$ cat config.mk
export PLATFORM = sky130hd
export DESIGN_NAME = turn_signal_sequencer
export DESIGN_NICKNAME = d
export VERILOG_FILES = /design/src/rtl/turn_signal_sequencer.sv
export SDC_FILE = /design/constraint.sdc
export NUM_CORES = 1
export LEC_CHECK = 0
export CELL_PAD_IN_SITES_DETAIL_PLACEMENT = 0
export CELL_PAD_IN_SITES_GLOBAL_PLACEMENT = 2
export CORE_ASPECT_RATIO = 1.4
export CORE_MARGIN = 2
export CORE_UTILIZATION = 38
export CTS_BUF_LIST = sky130_fd_sc_hd__clkbuf_4 sky130_fd_sc_hd__clkbuf_8
export DETAILED_ROUTE_END_ITERATION = 8
export PLACE_DENSITY = 0.83
export SLEW_MARGIN = 30
export SYNTH_ARGS = -nofsm -noshare
export SYNTH_HDL_FRONTEND = slang
export SYNTH_SLANG_ARGS = --single-unit
$ cat constraint.sdc
create_clock -name clk -period 3.75 [get_ports clk]
set_input_delay 0.75 -clock clk [delete_from_list [all_inputs] [get_ports clk]]
set_output_delay 0.75 -clock clk [all_outputs]
set_load 0.02 [all_outputs]
$ cat src/rtl/turn_signal_sequencer.sv
// Six-lamp rear-light sequencer: prescaled step tick, latched left/right requests,
// round-robin arbitration, hazard flashing and a brake overlay on the idle side.
module turn_signal_sequencer #(
  parameter int TICK_DIV = 4,
  parameter int CNT_W    = 16
) (
  input  logic clk,
  input  logic reset,
  input  logic left_req,
  input  logic right_req,
  input  logic hazard,
  input  logic brake,
  output logic la,
  output logic lb,
  output logic lc,
  output logic ra,
  output logic rb,
  output logic rc,
  output logic busy,
  output logic tick
);

  typedef enum logic [3:0] {
    IDLE,
    L1,
    L2,
    L3,
    R1,
    R2,
    R3,
    HAZ_ON,
    HAZ_OFF
  } state_t;

  typedef enum logic {
    LEFT  = 1'b0,
    RIGHT = 1'b1
  } side_t;

  localparam logic [CNT_W-1:0] CNT_LAST = CNT_W'(TICK_DIV - 1);

  logic [CNT_W-1:0] cnt_reg, cnt_next;
  state_t           state_reg, state_next;
  side_t            last_reg, last_next;
  logic             pend_l_reg, pend_l_next;
  logic             pend_r_reg, pend_r_next;
  logic             step;
  logic             enter_l1, enter_r1, enter_haz;

  assign step = (cnt_reg == CNT_LAST);

  always_ff @(posedge clk) begin
    if (reset) begin
      cnt_reg    <= '0;
      state_reg  <= IDLE;
      last_reg   <= RIGHT;
      pend_l_reg <= 1'b0;
      pend_r_reg <= 1'b0;
    end else begin
      cnt_reg    <= cnt_next;
      state_reg  <= state_next;
      last_reg   <= last_next;
      pend_l_reg <= pend_l_next;
      pend_r_reg <= pend_r_next;
    end
  end

  always_comb begin
    cnt_next = step ? '0 : cnt_reg + CNT_W'(1);
  end

  always_comb begin
    state_next = state_reg;
    if (step) begin
      case (state_reg)
        IDLE: begin
          if (hazard)                        state_next = HAZ_ON;
          else if (pend_l_reg && pend_r_reg) state_next = (last_reg == RIGHT) ? L1 : R1;
          else if (pend_l_reg)               state_next = L1;
          else if (pend_r_reg)               state_next = R1;
          else                               state_next = IDLE;
        end
        L1:      state_next = hazard ? HAZ_ON : L2;
        L2:      state_next = hazard ? HAZ_ON : L3;
        L3:      state_next = hazard ? HAZ_ON : IDLE;
        R1:      state_next = hazard ? HAZ_ON : R2;
        R2:      state_next = hazard ? HAZ_ON : R3;
        R3:      state_next = hazard ? HAZ_ON : IDLE;
        HAZ_ON:  state_next = hazard ? HAZ_OFF : IDLE;
        HAZ_OFF: state_next = hazard ? HAZ_ON : IDLE;
        default: state_next = IDLE;
      endcase
    end
  end

  // A request arriving in the same cycle as its clear wins, so it is OR-ed in last.
  always_comb begin
    enter_l1    = (state_next == L1) && (state_reg != L1);
    enter_r1    = (state_next == R1) && (state_reg != R1);
    enter_haz   = (state_next == HAZ_ON) && (state_reg != HAZ_ON);
    last_next   = last_reg;
    if (enter_l1) last_next = LEFT;
    if (enter_r1) last_next = RIGHT;
    pend_l_next = left_req  | (pend_l_reg & ~(enter_l1 | enter_haz));
    pend_r_next = right_req | (pend_r_reg & ~(enter_r1 | enter_haz));
  end

  logic [1:0] left_lvl, right_lvl;
  logic       haz_lit, is_idle, left_seq, right_seq;
  logic [2:0] left_lamp, right_lamp;

  always_comb begin
    left_lvl  = 2'd0;
    right_lvl = 2'd0;
    case (state_reg)
      L1:      left_lvl  = 2'd1;
      L2:      left_lvl  = 2'd2;
      L3:      left_lvl  = 2'd3;
      R1:      right_lvl = 2'd1;
      R2:      right_lvl = 2'd2;
      R3:      right_lvl = 2'd3;
      default: begin
        left_lvl  = 2'd0;
        right_lvl = 2'd0;
      end
    endcase
  end

  assign haz_lit   = (state_reg == HAZ_ON);
  assign is_idle   = (state_reg == IDLE);
  assign left_seq  = (left_lvl != 2'd0);
  assign right_seq = (right_lvl != 2'd0);

  // Lamp gi is lit once the sequence has reached step gi+1; brake fills the non-sequencing side.
  generate
    for (genvar gi = 0; gi < 3; gi++) begin : g_lamp
      assign left_lamp[gi]  = ~reset & ((left_lvl > 2'(gi)) | haz_lit |
                                        (brake & (is_idle | right_seq)));
      assign right_lamp[gi] = ~reset & ((right_lvl > 2'(gi)) | haz_lit |
                                        (brake & (is_idle | left_seq)));
    end
  endgenerate

  assign la   = left_lamp[0];
  assign lb   = left_lamp[1];
  assign lc   = left_lamp[2];
  assign ra   = right_lamp[0];
  assign rb   = right_lamp[1];
  assign rc   = right_lamp[2];
  assign busy = ~reset & ~is_idle;
  assign tick = ~reset & step;

endmodule

Word level (Yosys, flattened, before mapping)
Cells that the tools add are included.

Bits of input ports: 6. Word-level logic and storage cells: 86. Flip-flop bits (word level): 23.

Reduce and logical (&&, ||, !) cells: 10. Add/subtract/negate cells: 1. Order comparisons: 6. Equal/unequal tests: 15. Muxes and demuxes: 15. Bitwise operators: 34.

Operators with widths (count): $pmux 4 s7 (1); $eq 4x3->1 const B (6); $mux 3 (8); $or 1x1->1 (18); $add 16x1->16 const B (1); $eq 16x2->1 const B (1); $and 1x1->1 (12); $pmux 2 s3 (2); $eq 4x1->1 const B (2); $eq 4x2->1 const B (2); $gt 2x1->1 const B (4); $mux 4 (2); $ne 4x3->1 const B (2); $eq 4x4->1 const B (1); $gt 2x2->1 const B (2); $logic_and 1x1->1 (4); $logic_not 4->1 (1); $ne 4x1->1 const B (1); $not 1->1 (4); $reduce_bool 2->1 (2); $reduce_or 2->1 (2); $reduce_or 3->1 (1); $mux 2 (1); $mux 1 (1).

Longest topological paths before layout
Gate-level depths: netlist of run 1.

Word-level depth: 12. Mapped depth: 7. Depth with buffers taken out: 7.

Worst setup path before layout of run 1
No wires, ideal clock.

Kind: input to output. Start point: input port reset. End point: output port la. Slack: 1027 ps. Data required time: 3000 ps. Arrival: 1973 ps. Buffers on the path: 1. Stages on the path: 4. Path through: clkbuf_1 -> nor2_1 -> a21boi_0 -> o21bai_1.

Longest elaborated chain between the ends: 2.

RTL lines: start, declared (RTL line 8) `input logic reset,`; $not 1->1 (RTL line 137) `assign left_lamp[gi] = ~reset & ((left_lvl > 2'(gi)) | haz_lit |`; $and 1x1->1 (RTL line 137); end, declared (RTL line 13) `output logic la,`.

No other way between the ends.

Final worst setup path of run 1
Ends and elaborated chain as after synthesis.

==> flow_summary.yaml, run 1 <==
cells_and_area:
  drive_gt1_frac: 0.108
  multi_input_area_sq_um: 807
  largest_reg_flops: 16
  n_antenna_cell: 0
  fin_cells: 207
  fillerInstances: 350
  num-nets-final: 175
  seqCellArea_sq_um: 460
  synthToLayoutAreaGrowth_pct: 16.1
die:
  fp.dieH_um: 73.5
  die_w_um: 53.6
  dieArea_sq_um: 3940
  rows: 25
  initial_utilization: 0.392
  coreArea_sq_um: 3350
  io_pins: 14
routing:
  drt_iter0_markers: 22
  vias: 1140
  avgViaCountPerCell: 5.51
  routedWlPerCell_um: 14.5
  drtPass1Iterations: 4
  drc_errors: 0
  routed_wl_mm: 2.99
  detail-route-antenna-nets: 0
logic_synthesis:
  syn-mean-instance-area_sq_um: 8.46
  synth_flop_cell: "dfxtp_1"
  syn_area_sq_um: 1310
  ys_ff_latch: 23
  synth_cell_type_count: 43
  synth_edf_count: 0
  yosys_warnings: 0
  syn_inst: 155
  yosysSeqAreaShare: 0.351
  ys_async_sr_fraction: 0
  synth_nets: 162
grt:
  grt_pass1_wl_mm: 4.98
  antenna_found_initial: 0
  grt_max_degree: 17
  grt-ovfl-total: 0
  gr-usage-all-layers: 0.174
  grt_pass1_vias: 1137
setup_path:
  max_stage_delay_ns: 0.61
  slowest_stage: "clkdlybuf4s50_1"
  cp.arrival_ns: 2.49
  path_cells: "clkdlybuf4s50_1 -> nor2_1 -> a21boi_0 -> o21bai_1 -> clkdlybuf4s50_1"
  startpoint_type: "input pin"
  end_kind: "output pin"
  critPathMostFrequentCell: "clkdlybuf4s50_1"
  criticalPathCategory: "input pin to output pin"
  path_max_fanout: 3
  required_ns: 3.00
sta:
  hold_ws_ns: 0.473
  fin_ws_ns: 0.508
  setup_violations: 0
  fmax_mhz: 308
  maxSlewViolCount: 0
  skew_ns: 0.00470
  fin_crit_ns: 3.24
  max_slew.worst_pin.slew_ns: 0.513
  grt_setup_unrepaired: "no"
  fin_tns_setup_ns: 0
  hold_viol: 0
  max-slew-margin-rel: 0.658
  post-route-period-util: 0.864
clock_network:
  numCtsBuffers: 3
  path_clk_slew_ns: 0.08
  cts_setup_buffers: 0
  clockBufferDepth: 2
  worst_skew_pair.late_latency_ns: 0.26
  holdBufCountCts: 0
  clock_sinks: 23
  cts_tree: "yes"
  root_buffer: "clkbuf_8"
  cts_resized: 0
  htree_levels: 1
power_and_ir_drop:
  p_switching_mw: 0.169
  power_frac_clock: 0.281
  power.total_mw: 0.569
  p_sw_frac: 0.297
  ir_worst_vdd_mv: 0.219
  p_leak_nw: 0.580
  seqPwrFrac: 0.484
  combPwrFrac: 0.235
  power.internal_mw: 0.400
  p_per_area_nw_per_um2: 374
place:
  post-place-ws_ns: 0.538
  portBuffers: 13
  dp_hpwl_mm: 2.34
  placed_cells: 203
  place.gp.congestion: 0.756
outcome:
  status: "finished clean"
hold_path:
  holdCritPathClass: "flip-flop to flip-flop"
run:
  cap_violations: 0
[critical path, delay by kind of cell]
kind | cells | cell delay, ns
simple gates | 1 | 0.14
compound gates | 2 | 0.53
buf+inv | 2 | 1.06
[metrics by stage]
step / cell area (sq um) / util
6_report: 1520 / 0.455
5_1_grt: 1520 / 0.455
4_1_cts: 1520 / 0.455
3_5_place_dp: 1470 / 0.440
3_3_place_gp: 1470 / 0.440
2_1_floorplan: 1310 / -
[synthesized netlist by cell type, drive strengths merged, types with 3 or more instances]
cell | n | share of area
a21oi | 9 | 0.034
and3 | 9 | 0.046
o21ai | 9 | 0.037
or3 | 4 | 0.019
nor2b | 5 | 0.024
clkbuf | 4 | 0.011
xnor2 | 5 | 0.033
nor4 | 3 | 0.049
inv | 5 | 0.014
nor2 | 23 | 0.066
nand3 | 5 | 0.019
dfxtp | 23 | 0.35
xor2 | 6 | 0.040
nand2 | 14 | 0.040
[cells by family after synthesis]
group	after synthesis	synth area share
xor gates and xnor gates	11	0.0735
buffers and inverters	11	0.0334
muxes	1	0.00763
adders and majority gates	2	0.0172
DFF	23	0.351
AOI/OAI and AO/OA	35	0.185
and+or+nand+nor	72	0.332
[final cells by class]
| cell class | instances | share of cell area |
|---|---|---|
| timing repair buffer | 14 | 0.0904 |
| clock buffer | 4 | 0.0320 |
| inverter | 5 | 0.0123 |
| tap | 40 | 0.0329 |
| multi-input combinational | 121 | 0.530 |
| sequential | 23 | 0.302 |
[cells in the final DEF, fill, tap and decap left out, types with 2 or more instances in the layout]
master	netlist	final
nand3_1	5	5
a21oi_1	9	9
dfxtp_1	23	23
o21ai_0	8	8
and3_2	3	3
nand2_1	14	14
nand2b_1	2	2
inv_1	5	5
and3_1	6	6
xnor2_1	5	5
xor2_1	6	6
clkdlybuf4s50_1	0	13
a21boi_0	2	2
clkbuf_8	0	3
nor2b_1	5	5
a31oi_1	2	2
nor4_4	3	3
or3_1	4	4
nor2_1	23	23
[final timing paths]
path | startpoint | end | slack, ns | cells after the start
max reg2reg | cnt_reg[0] | last_reg | 1.17 | 7
max | reset | la | 0.51 | 5
min | cnt_reg[0] | cnt_reg[0] | 0.47 | 1
min reg2reg | cnt_reg[0] | cnt_reg[0] | 0.47 | 1
[power groups by stage]
stage | clock network (mW) | logic [mW] | registers [mW]
detailed placement | 0 | 0.135 | 0.281
global route | 0.178 | 0.147 | 0.278
floorplan | 0 | 0.0981 | 0.269
CTS | 0.168 | 0.136 | 0.276
finish | 0.160 | 0.134 | 0.276
global placement | 0 | 0.134 | 0.281
[metal layers]
metal	global-route usage	routed length [um]	part of all wire
met1	0.160	1130	0.38
met2	0.343	1690	0.56
met3	0.0203	77	0.026
met4	0.105	101	0.034
met5	0	0	0
Note: power is estimated with default switching activity, not from simulation.
==> inputs of run 2 (changes only) <==
--- a/config.mk
+++ b/config.mk
@@ -5,13 +5,15 @@
 export SDC_FILE = /design/constraint.sdc
 export NUM_CORES = 1
 export LEC_CHECK = 0
+export ABC_CLOCK_PERIOD_IN_PS = 3750
 export CELL_PAD_IN_SITES_DETAIL_PLACEMENT = 0
 export CELL_PAD_IN_SITES_GLOBAL_PLACEMENT = 2
 export CORE_ASPECT_RATIO = 1.4
 export CORE_MARGIN = 2
 export CORE_UTILIZATION = 38
-export CTS_BUF_LIST = sky130_fd_sc_hd__clkbuf_4 sky130_fd_sc_hd__clkbuf_8
+export CTS_BUF_LIST = sky130_fd_sc_hd__clkbuf_2
 export DETAILED_ROUTE_END_ITERATION = 8
+export GPL_ROUTABILITY_DRIVEN = 0
 export PLACE_DENSITY = 0.83
 export SLEW_MARGIN = 30
 export SYNTH_ARGS = -nofsm -noshare
==> flow_summary.yaml, run 2 (synthesis results as in run 1) <==
sta:
  setup_violations: 0
  max-slew-margin-rel: 0.656
  fin_crit_ns: 3.22
  skew_ns: 0.0116
  grt_setup_unrepaired: "no"
  max_slew.worst_pin.slew_ns: 0.516
  fin_tns_setup_ns: 0
  maxSlewViolCount: 0
  hold_viol: 0
  fmax_mhz: 310
  post-route-period-util: 0.859
clock_network:
  path_clk_slew_ns: 0.20
  numCtsBuffers: 3
  worst_skew_pair.late_latency_ns: 0.34
  cts_tree: "yes"
  cts_resized: 0
  holdBufCountCts: 0
  clock_sinks: 23
  htree_levels: 1
  cts_setup_buffers: 0
  root_buffer: "clkbuf_2"
  clockBufferDepth: 2
routing:
  drt_iter0_markers: 20
  avgViaCountPerCell: 5.54
  drc_errors: 0
  detail-route-antenna-nets: 0
  routedWlPerCell_um: 14.5
  routed_wl_mm: 3.00
  vias: 1147
  drtPass1Iterations: 4
cells_and_area:
  fin_cells: 207
  num-nets-final: 175
  drive_gt1_frac: 0.108
  fillerInstances: 353
  finalInstanceArea_sq_um: 1490
  final_cell_mix: "nor2_1 (23), dfxtp_1 (23), nand2_1 (14)"
  final_util: 0.446
  largest_reg_flops: 16
  n_antenna_cell: 0
  seqCellArea_sq_um: 460
  multi_input_area_sq_um: 807
  synthToLayoutAreaGrowth_pct: 13.9
setup_path:
  criticalPathCategory: "input pin to output pin"
  r2r-end: "last_reg"
  required_ns: 3.00
  end_kind: "output pin"
  timing.rr.start: "cnt_reg[0]"
  cp.arrival_ns: 2.47
  rrSetupSlack_ns: 1.17
  startpoint_type: "input pin"
  reg2reg_depth: 7
  path_max_fanout: 3
grt:
  grt-ovfl-total: 0
  antenna_found_initial: 0
  use_met3: 0.0142
  grt_pass1_vias: 1137
  gr-usage-all-layers: 0.173
  grt.busiest_layer: "met2"
  grt_pass1_wl_mm: 4.98
  use_met2: 0.339
  global_route.usage.met1: 0.165
  grt_max_degree: 17
power_and_ir_drop:
  power.total_mw: 0.513
  p_leak_nw: 0.571
  ir_worst_vdd_mv: 0.178
  p_per_area_nw_per_um2: 343
place:
  portBuffers: 13
  dp_hpwl_mm: 2.34
  placed_cells: 203
  postPlaceCellArea_sq_um: 1470
hold_path:
  whs_path_depth: 1
  hp-start: "cnt_reg[0]"
  holdCritPathClass: "flip-flop to flip-flop"
  hold_path_end: "cnt_reg[0]"
die:
  coreArea_sq_um: 3350
  io_pins: 14
  dieArea_sq_um: 3940
  initial_utilization: 0.392
  rows: 25
  die_w_um: 53.6
  fp.dieH_um: 73.5
outcome:
  status: "finished clean"
run:
  cap_violations: 0
run 2: cell counts in the layout (fill, tap and decap cells not counted):
Identical to the previous run, type by type.
run 2: through the flow:
step	hold slack, ns	worst slack [ns]
after floorplan	0.430	1.03
after global placement	0.468	0.620
after detailed placement	0.465	0.538
after CTS	0.512	0.537
after global routing	0.559	0.389
final	0.496	0.528
run 2: per-layer routing:
metal	share of wire	wire, um
met5	0	0
met4	0.034	101
met3	0.027	82
met2	0.56	1670
met1	0.38	1140
run 2: area by class of cell:
cell class / count / area share
Sequential cell: 23 / 0.308
Tap cell: 40 / 0.0335
Inverter: 5 / 0.0126
Timing Repair Buffer: 14 / 0.0921
Clock buffer: 4 / 0.0134
Multi-Input combinational cell: 121 / 0.540
run 2: worst max-delay path by stage:
stage | from | slack [ns] | end | cells past startpoint
3_3_place_gp | reset | 0.62 | la | 5
5_1_grt | state_reg[0] | 0.39 | la | 5
6_report | reset | 0.53 | la | 5
4_1_cts | reset | 0.54 | la | 5
3_5_place_dp | reset | 0.54 | la | 5
2_1_floorplan | reset | 1.03 | la | 4
run 2: worst max-delay path, stage by stage:
cell and delay [ns]:
clkdlybuf4s50_1 0.45, nor2_1 0.14, a21boi_0 0.35, o21bai_1 0.16
clkdlybuf4s50_1 0.61
run 2: power breakdown:
group | total [mW] | internal [mW] | switching, mW | leakage, nW
Clock | 0.102 | 0.0282 | 0.0737 | 0.0166
Sequential | 0.277 | 0.256 | 0.0205 | 0.187
Combinational | 0.134 | 0.0616 | 0.0724 | 0.367
